[src/rtl/sipo_pkg.sv]
// sipo_pkg: shared types and sizing helpers for the sipo_framer block.
// Optional parity support is selected with the SIPO_PARITY_EN macro.
package sipo_pkg;

  // Output buffer occupancy
  typedef enum logic {
    ST_EMPTY = 1'b0,
    ST_FULL  = 1'b1
  } state_t;

  // Bits per frame on the serial line: data bits plus optional trailing parity bit
  function automatic int unsigned frame_len(input int unsigned width);
`ifdef SIPO_PARITY_EN
    return width + 1;
`else
    return width;
`endif
  endfunction

  // Width of the in-frame bit counter
  function automatic int unsigned cnt_w(input int unsigned width);
    return $clog2(frame_len(width));
  endfunction

endpackage

[src/rtl/sipo_framer_frame_counter.sv]
// frame_counter: counts strobed bits within a frame and flags the final bit.
module frame_counter #(
  parameter int unsigned FL = 8,
  parameter int unsigned CW = (FL > 1) ? $clog2(FL) : 1
) (
  input  logic          clk,
  input  logic          R,
  input  logic          en,
  output logic [CW-1:0] cnt,
  output logic          last
);

  // Frame completes on the strobed edge that samples the final bit
  assign last = en && (cnt == CW'(FL - 1));

  // Bit position within the current frame, wraps after the final bit
  always_ff @(posedge clk or posedge R) begin
    if (R) begin
      cnt <= '0;
    end else if (en) begin
      cnt <= last ? '0 : cnt + CW'(1);
    end
  end

endmodule

[src/rtl/sipo_framer.sv]
// sipo_framer: serial-in/parallel-out framer, MSB first, with a one-word
// valid/ready output buffer and sticky overrun flag.
// Define SIPO_PARITY_EN to add a trailing even-parity bit per frame and
// report its check on perr; otherwise perr is tied low.
module sipo_framer
  import sipo_pkg::*;
#(
  parameter int unsigned WIDTH = 8
) (
  input  logic             clk,
  input  logic             R,
  input  logic             D,
  input  logic             en,
  input  logic             rdy,
  output logic [WIDTH-1:0] Q,
  output logic             vld,
  output logic             ovf,
  output logic             perr
);

  localparam int unsigned FL = frame_len(WIDTH);
  localparam int unsigned CW = cnt_w(WIDTH);

  logic [CW-1:0]    cnt;
  logic             last;
  logic [WIDTH-1:0] sh;
  logic [WIDTH-1:0] word_c;
  logic             data_c;
  logic             load_c;
  logic             ovf_set_c;
  state_t           state;
  state_t           state_nx;

  frame_counter #(
    .FL (FL),
    .CW (CW)
  ) u_frame_counter (
    .clk  (clk),
    .R    (R),
    .en   (en),
    .cnt  (cnt),
    .last (last)
  );

`ifdef SIPO_PARITY_EN
  logic par;
  logic perr_c;

  // The final bit of a frame is the parity bit and never enters sh
  assign data_c = en && !last;
  assign word_c = sh;
  assign perr_c = par ^ D;

  // Running XOR of the data bits, restarted on the first bit of each frame
  always_ff @(posedge clk or posedge R) begin
    if (R) begin
      par <= 1'b0;
    end else if (data_c) begin
      par <= (cnt == '0) ? D : (par ^ D);
    end
  end

  // Parity result travels with the word it belongs to
  always_ff @(posedge clk or posedge R) begin
    if (R) begin
      perr <= 1'b0;
    end else if (load_c) begin
      perr <= perr_c;
    end
  end
`else
  logic unused_cnt;

  // Every strobed bit is data; the completing bit is merged straight into the word
  assign data_c     = en;
  assign word_c     = {sh[WIDTH-2:0], D};
  assign perr       = 1'b0;
  assign unused_cnt = ^cnt;
`endif

  // Serial data shifts in MSB first
  always_ff @(posedge clk or posedge R) begin
    if (R) begin
      sh <= '0;
    end else if (data_c) begin
      sh <= {sh[WIDTH-2:0], D};
    end
  end

  // Output buffer state register
  always_ff @(posedge clk or posedge R) begin
    if (R) begin
      state <= ST_EMPTY;
    end else begin
      state <= state_nx;
    end
  end

  // Buffer control: accept new words when empty or draining on the same edge
  always_comb begin
    state_nx  = state;
    load_c    = 1'b0;
    ovf_set_c = 1'b0;
    case (state)
      ST_EMPTY: begin
        if (last) begin
          load_c   = 1'b1;
          state_nx = ST_FULL;
        end
      end
      ST_FULL: begin
        if (last) begin
          if (rdy) begin
            load_c = 1'b1;
          end else begin
            ovf_set_c = 1'b1;
          end
        end else if (rdy) begin
          state_nx = ST_EMPTY;
        end
      end
      default: state_nx = ST_EMPTY;
    endcase
  end

  assign vld = (state == ST_FULL);

  // Parallel word register, held stable while waiting for acceptance
  always_ff @(posedge clk or posedge R) begin
    if (R) begin
      Q <= '0;
    end else if (load_c) begin
      Q <= word_c;
    end
  end

  // Sticky overrun: a completed word was dropped because the buffer was held
  always_ff @(posedge clk or posedge R) begin
    if (R) begin
      ovf <= 1'b0;
    end else if (ovf_set_c) begin
      ovf <= 1'b1;
    end
  end

endmodule

[config.mk]
export PLATFORM = sky130hd
export DESIGN_NAME = sipo_framer
export DESIGN_NICKNAME = d
export VERILOG_FILES = /design/src/rtl/sipo_pkg.sv /design/src/rtl/sipo_framer_frame_counter.sv /design/src/rtl/sipo_framer.sv
export SDC_FILE = /design/constraint.sdc
export NUM_CORES = 1
export LEC_CHECK = 0
export ABC_AREA = 1
export CORE_ASPECT_RATIO = 1.4
export CORE_MARGIN = 10
export CORE_UTILIZATION = 44
export CTS_BUF_LIST = sky130_fd_sc_hd__clkbuf_16
export CTS_CLUSTER_DIAMETER = 120
export DETAILED_ROUTE_END_ITERATION = 10
export PLACE_DENSITY = 0.72
export SLEW_MARGIN = 20
export SYNTH_ARGS = -nofsm -noshare
export SYNTH_HDL_FRONTEND = slang
export SYNTH_SLANG_ARGS = --single-unit
[constraint.sdc]
create_clock -name clk -period 1.2 [get_ports clk]
set_input_delay 0.24 -clock clk [delete_from_list [all_inputs] [get_ports clk]]
set_output_delay 0.24 -clock clk [all_outputs]
set_load 0.005 [all_outputs]
==> results of run 1 <==
-- state kept, by name (all words and copies together), names as in the netlist --
name and count:
vld 1, Q 8, ovf 1, u_frame_counter.cnt 3
sh 7
-- cells by family (layout without fill, tap and decap cells) --
logic type      Yosys count  in the layout  synth area share [%]
other cells               1              1                0.4576
flops                    20             20                 61.07
simple gates             53             53                 27.02
compound gates            4              4                 2.748
fa+ha+maj                 2              2                 3.053
buf+inv                   9             34                 5.647
-- area by class of cell --
type | count | area (um^2)
repair inverters | 1 | 6.256
clock buffers | 3 | 75.07
fillers | 145 | 601.8
multi-input cells | 60 | 327.8
clock inverters | 1 | 3.754
repair buffers | 23 | 209.0
inverters | 6 | 30.03
well taps | 20 | 25.02
flip-flops and latches | 20 | 500.5
-- synthesized netlist by cell type --
cell type   n  area share [%]
dfrtp_1    20              61
conb_1      1            0.46
nand2_1    41              19
o21ai_1     1            0.61
o21ai_0     2             1.2
ha_1        2             3.1
nand3_1    10             6.1
inv_1       4             1.8
nand2_2     1            0.76
buf_4       3             2.7
o21bai_1    1            0.92
clkinv_2    1            0.61
inv_2       1            0.46
nand2_4     1             1.4
-- routing by layer --
layer	wire [um]	track usage (%)
met1	656	8.395
met2	931	16.50
met3	100	3.214
met4	29	4.290
met5	0	0
-- critical path, cell delays in order, from the launching register on --
cell	delay (ps)
dfrtp_1	350
ha_2	210
ha_4	170
nand2_8	70
inv_8	80
nand2_8	70
nand2_1	70
nand2_1	50
-- metrics by stage --
stage          utilization [%]  instances  setup WS, ps  power, mW  cell area, um^2
2_1_floorplan                -         89         9.175      1.202            823.3
3_3_place_gp             57.52        126        -47.67      1.516             1023
3_5_place_dp             57.52        126        -69.85      1.550             1023
4_1_cts                  63.01        132         2.154      2.180             1121
5_1_grt                  66.17        134        -58.96      2.421             1177
6_report                 66.17        134         19.36      2.255             1177
-- how the worst max path moves through the flow --
stage | end | slack (ps) | cells after the start | start
after global routing | Q[5] | -60 | 7 | u_frame_counter.cnt[1]
after global placement | Q[2] | -50 | 7 | rdy
after floorplan | Q[0] | 9 | 7 | u_frame_counter.cnt[0]
after detailed placement | Q[0] | -70 | 7 | u_frame_counter.cnt[0]
final | Q[2] | 20 | 7 | u_frame_counter.cnt[1]
after CTS | Q[2] | 2 | 7 | u_frame_counter.cnt[0]
-- layout by cell type (no fill, tap or decap), drive strengths merged --
master / count
o21bai: 1
dlygate4sd2: 9
buf: 9
inv: 7
nand3: 10
ha: 2
clkdlybuf4s50: 4
nand2: 43
clkbuf: 3
clkinv: 1
o21ai: 3
clkdlybuf4s15: 1
dfrtp: 20
conb: 1
-- power groups by stage --
stage	sequential (mW)	clock, mW	combinational [mW]
floorplan	0.969	0	0.233
global placement	0.963	0	0.553
detailed placement	0.975	0	0.575
CTS	0.961	0.684	0.535
global route	1.00	0.716	0.700
finish	0.976	0.666	0.612
-- repair_timing --
action	in CTS	in global routing
pin swaps	1	3
setup endpoints to repair	19	9
gates cloned	1	0
buffers inserted	1	2
resized for setup	14	10
==> metrics, run 1 <==
clock skew=1.294 ps; r2r endpoint=Q[2]; antenna violations before repair=0; drt drc=0; gr usage total=8.954%; share of layout cells above drive strength 1=20.18%; sequential share of power=43.3%; Worst Path Arrival=1320 ps; Vias=645; die width=56.48 um; flop2flop setup slack=20 ps; root buf cell=clkbuf_16; vias in the first global route=709; status=complete, no violations; global-route wire length before repair=2994 um; CTS Hold Bufs=0; Lkg Pwr=0.6434 nW; Unique masters post-synth=14; Avg Cell Area, Syn=9.208 um^2; Clock Path Buffers=2; post-layout min period=1181 ps; worst skew pair latency=250 ps; Net Sw Frac=27.40%; placer congestion estimate=0.6978; P&R area growth vs syn=43.66%; Pwr Density=1915 nW/um^2; CP max FO=8; Port Buf Inserts=14; Startpoint Class=flip-flop; IO Pins=16; max-slew violations=0; # setup viols final=0; initial drt markers=6; Reg clk slew, reported paths=50 ps; Pre-Repair DR Iteration Count=4; final net count=122; switching pwr=617.8 uW; hpwl dp=1180 um; net count after synthesis=96; Max Fclk=847.0 MHz; Mapped Cells=89; Req. time, crit path=1340 ps; synthesized cell area=819.5 um^2; Tcrit/Tclk final=98.39%; RR Startpoint=u_frame_counter.cnt[1]; post-route ant nets=0; synth warn=0; critical path class=reg -> reg; CTS tree=yes; core area=1779 um^2; type of the worst min-delay path=in -> async; WL per Instance=12.82 um; register bit count reported by yosys=20; detailed-route vias per instance=4.813; die area=4013 um^2; Hold Vio Cnt, Final=0; number of buffers created by CTS=3; drt total wl=1718 um; Min Hold Slack=324.6 ps; H-tree depth=1; Seq/Total Area, Yosys=61.07%; RSZ-0062 raised after global routing=yes; Post-Route Setup TNS=0 ps; Initial Utilization=46.06%; clock tree sinks=20; clock power share=29.6%; Reg2Reg Depth=7; CP endpoint kind=flip-flop; Die Y=71.07 um; internal cell power=1.637 mW; # diodes=0; largest net degree at the start of global routing=21; Max-cap violations=0; Gate power share=27.2%; FP Rows=18; GRT overflow=0; Worst VDD drop=0.001079 V
Note: power is estimated with default switching activity, not from simulation.
==> run 2, diff against run 1 <==
--- a/config.mk
+++ b/config.mk
@@ -6,13 +6,13 @@
 export NUM_CORES = 1
 export LEC_CHECK = 0
 export ABC_AREA = 1
-export CORE_ASPECT_RATIO = 1.4
 export CORE_MARGIN = 10
-export CORE_UTILIZATION = 44
+export CORE_UTILIZATION = 48
 export CTS_BUF_LIST = sky130_fd_sc_hd__clkbuf_16
 export CTS_CLUSTER_DIAMETER = 120
 export DETAILED_ROUTE_END_ITERATION = 10
-export PLACE_DENSITY = 0.72
+export PLACE_DENSITY = 0.75
+export SETUP_SLACK_MARGIN = 0.02
 export SLEW_MARGIN = 20
 export SYNTH_ARGS = -nofsm -noshare
 export SYNTH_HDL_FRONTEND = slang
==> constraint.sdc (replaced) <==
create_clock -name clk -period 1.1 [get_ports clk]
set_input_delay 0.22 -clock clk [delete_from_list [all_inputs] [get_ports clk]]
set_output_delay 0.22 -clock clk [all_outputs]
set_load 0.005 [all_outputs]
==> metrics, run 2 (synthesized netlist as in run 1, its figures left out) <==
status=complete, but fails checks; failing checks=negative setup slack; Post-Route Setup TNS=-974.7 ps; P&R area growth vs syn=40.61%; max reg flops=8; CP Launch Point=u_frame_counter.cnt[0]; CP endpoint kind=flip-flop; Vias=653; FP Rows=14; placer congestion estimate=0.7829; design area=1152 um^2; gr usage total=10.30%; post-route ant nets=0; global-route wire length before repair=2849 um; detailed-route vias per instance=5.062; max-slew violations=0; CTS Hold Bufs=0; drt drc=0; switching pwr=676.6 uW; CP max FO=8; number of buffers created by CTS=3; total power=2.412 mW; Max Fclk=828.1 MHz; die area=3760 um^2; cell count along the critical path=7; CTS tree=yes; worst setup path endpoint=Q[4]; type of the worst min-delay path=in -> async; critical-path cell list=ha_2 > ha_4 > nand2_8 > clkinv_8 > nand2_8 > nand2_1 > nand2_1; Pre-Repair DR Iteration Count=4; Net Sw Frac=28.05%; final net count=121; clock power share=30.3%; core area=1559 um^2; internal cell power=1.735 mW; r2r endpoint=Q[4]; most common cell after layout, fill and taps aside=nand2_1; share of layout cells above drive strength 1=23.89%; Lkg Pwr=0.6090 nW; root buf cell=clkbuf_16; Top reg by flops=Q; Largest regs=Q (8), sh (7), u_frame_counter.cnt (3); CP Buf/Inv Count=1; post-route setup slack=-107.6 ps; Reg2Reg Depth=7; IO Pins=16; RSZ-0062 raised after global routing=yes; pre-CTS setup slack=-167.0 ps; Gate power share=25.5%; Req. time, crit path=1290 ps; dpl cell area=1046 um^2; CP peak stage delay=400 ps; Port Buf Inserts=14; vias in the first global route=616; Initial Utilization=52.57%; Startpoint Class=flip-flop; initial drt markers=21; H-tree depth=1; Clock Path Buffers=2; Reg clk slew, reported paths=50 ps; Die Y=61.32 um; Worst Path Arrival=1400 ps; Layout Cells excl Fill=129; Worst path top cell family by delay=flip-flops; # diodes=0; GRT overflow=0; clock skew=4.438 ps; flop2flop setup slack=-110 ps; Cells after DPL=123; largest net degree at the start of global routing=21; antenna violations before repair=0; # setup viols final=11; clock tree sinks=20; die width=61.32 um; Pwr Density=2093 nW/um^2; fillcell total=110; hpwl dp=1238 um; RR Startpoint=u_frame_counter.cnt[0]; worst skew pair latency=250 ps; sequential share of power=44.2%; most frequent cells in the layout=nand2_1 (38), dfrtp_1 (20), nand3_1 (9), buf_4 (7); critical path class=reg -> reg; Max stage delay cell, worst path=dfrtp_1; Max-cap violations=0; drt total wl=1740 um; Hold Vio Cnt, Final=0; Worst VDD drop=0.001252 V; post-layout min period=1208 ps; Tcrit/Tclk final=109.8%; WL per Instance=13.49 um
[run 2: power groups by stage]
stage	Combinational (mW)	Clock, mW	Sequential (mW)
6_report	0.616	0.731	1.07
4_1_cts	0.658	0.736	1.06
5_1_grt	0.694	0.770	1.09
3_3_place_gp	0.638	0	1.06
2_1_floorplan	0.278	0	1.07
3_5_place_dp	0.667	0	1.07
[run 2: how the worst min path moves through the flow]
stage               cells after the start  from  slack (ps)  endpoint
floorplan                               1     R         180      Q[0]
global placement                        2  Q[4]         450      Q[4]
detailed placement                      2  Q[0]         460      Q[0]
CTS                                     3     R         290      Q[5]
global route                            3     R         310      Q[1]
finish                                  3     R         280     sh[3]
[run 2: worst register-to-register path, cell delays in order, from the launching register on]
cell,delay (ps)
dfrtp_1,400
ha_2,210
ha_4,180
nand2_8,90
clkinv_8,70
nand2_8,90
nand2_1,50
nand2_1,60
[run 2: routing by layer]
metal,routed length (um),track usage [%],share of wire (%)
met1,672,10.84,39
met2,929,18.79,53
met3,113,2.469,6.5
met4,24,4.886,1.4
met5,0,0,0
[run 2: metrics by stage]
step,util [%],hold WS (ps)
after floorplan,-,183.8
after global placement,67.09,453.0
after detailed placement,67.09,458.2
after CTS,74.88,288.2
after global routing,73.92,308.4
final,73.92,284.1
[run 2: area by class of cell]
class,count,area [um^2],share of cell area [%]
Clock buffer,3,75.07,6.515
Sequential cell,20,500.5,43.43
Timing Repair Buffer,22,186.4,16.18
Tap cell,16,20.02,1.737
Timing Repair inverter,1,8.758,0.7600
Inverter,6,35.03,3.040
Multi-Input combinational cell,60,322.8,28.01
Clock inverter,1,3.754,0.3257
[run 2: repair_timing]
| action | in CTS | in global routing |
|---|---|---|
| gates cloned | 1 | 0 |
| hold endpoints to repair | 0 | 0 |
| pin swaps | 1 | 1 |
| resized for setup | 25 | 8 |
| buffers inserted | 1 | 0 |
| setup endpoints to repair | 21 | 17 |
==> run 3, diff against run 2 <==
--- a/config.mk
+++ b/config.mk
@@ -12,6 +12,7 @@
 export CTS_CLUSTER_DIAMETER = 120
 export DETAILED_ROUTE_END_ITERATION = 10
 export PLACE_DENSITY = 0.75
+export RECOVER_POWER = 25
 export SETUP_SLACK_MARGIN = 0.02
 export SLEW_MARGIN = 20
 export SYNTH_ARGS = -nofsm -noshare
==> metrics, run 3 (synthesized netlist as in run 1, its figures left out) <==
die area=3760 um^2; Worst Path Arrival=1400 ps; dpl cell area=1046 um^2; H-tree depth=1; Tcrit/Tclk final=109.8%; max-slew violations=0; Die Y=61.32 um; share of layout cells above drive strength 1=23.89%; r2r endpoint=Q[2]; Req. time, crit path=1290 ps; Layout Cells excl Fill=129; pre-CTS setup slack=-167.0 ps; Min Hold Slack=468.0 ps; Lkg Pwr=0.6040 nW; RSZ-0062 raised after global routing=yes; Reg clk slew, reported paths=50 ps; type of the worst min-delay path=reg -> reg; # setup viols final=11; most common cell after layout, fill and taps aside=nand2_1; Reg2Reg Depth=7; FP Rows=14; Initial Utilization=52.57%; GRT overflow=0; top layer in use=met4; placer congestion estimate=0.7829; Vias=652; final net count=121; Port Buf Inserts=14; CTS tree=yes; number of buffers created by CTS=3; most frequent cells in the layout=nand2_1 (38), dfrtp_1 (20), nand3_1 (9), buf_4 (7), clkbuf_2 (6); critical path class=reg -> reg; # diodes=0; Clock Path Buffers=2; drt total wl=1749 um; design area=1137 um^2; met2 wire len=931 um; Max-cap violations=0; P&R area growth vs syn=38.78%; Pre-Repair DR Iteration Count=5; largest net degree at the start of global routing=21; Cells after DPL=123; root buf cell=clkbuf_16; Hold Vio Cnt, Final=0; hpwl dp=1238 um; drt drc=0; Largest regs=Q (8), sh (7), u_frame_counter.cnt (3); clock tree sinks=20; die width=61.32 um; Top reg by flops=Q; post-layout min period=1208 ps; met3 WL=99 um; CTS Hold Bufs=0; antenna violations before repair=0; WL per Instance=13.56 um; RR Startpoint=u_frame_counter.cnt[0]; worst setup path endpoint=Q[2]; flop2flop setup slack=-110 ps; initial drt markers=21; core area=1559 um^2; status=complete, but fails checks; gr usage total=10.30%; post-route ant nets=0; IO Pins=16; Worst VDD drop=0.001250 V; CP max FO=8; vias in the first global route=616; global-route wire length before repair=2849 um; CP Launch Point=u_frame_counter.cnt[0]; max reg flops=8; M1 wire length=698 um; total power=2.406 mW; Pwr Density=2115 nW/um^2; Post-Route Setup TNS=-965.2 ps; Util after Layout=72.95%; CP endpoint kind=flip-flop; Max Fclk=827.6 MHz; Startpoint Class=flip-flop; post-route setup slack=-108.3 ps; failing checks=negative setup slack; clock skew=3.142 ps; detailed-route vias per instance=5.054; worst skew pair latency=250 ps
run 3: worst min-delay path by stage:
stage	startpoint	endpoint	slack [ps]	depth (start not counted)
6_report	Q[7]	Q[7]	470	2
5_1_grt	Q[6]	Q[6]	500	2
4_1_cts	R	Q[5]	290	3
3_5_place_dp	Q[0]	Q[0]	460	2
3_3_place_gp	Q[4]	Q[4]	450	2
2_1_floorplan	R	Q[0]	180	1
run 3: where the power goes:
part	switching (mW)	leakage (nW)	internal (mW)
Sequential	0.130	0.261	0.936
Combinational	0.300	0.305	0.309
Clock	0.247	0.0385	0.483
run 3: what timing repair did:
item,4_1_cts,5_1_grt
setup endpoints to repair,21,17
endpoints found under the hold margin,0,0
setup buffers,1,0
pin swaps,1,1
cloned,1,0
gates resized for setup,25,8
run 3: area by class of cell:
cell class / count / area (um^2)
Clock inverter: 1 / 3.754
Multi-Input combinational cell: 60 / 322.8
Sequential cell: 20 / 500.5
Timing Repair Buffer: 22 / 171.4
Inverter: 6 / 35.03
Clock buffer: 3 / 75.07
Fill cell: 112 / 421.7
Tap cell: 16 / 20.02
Timing Repair inverter: 1 / 8.758
run 3: critical path, cell delays in order (launching register included):
cell,delay [ps]
dfrtp_1,400
ha_2,210
ha_4,180
nand2_8,90
clkinv_8,70
nand2_8,90
nand2_1,60
nand2_1,50
run 3: layer usage:
layer  GRT usage, %  vias up
met5              0        -
met4          4.886        0
met3          2.469        4
met2          18.79       22
met1          10.84      299
li1               -      327
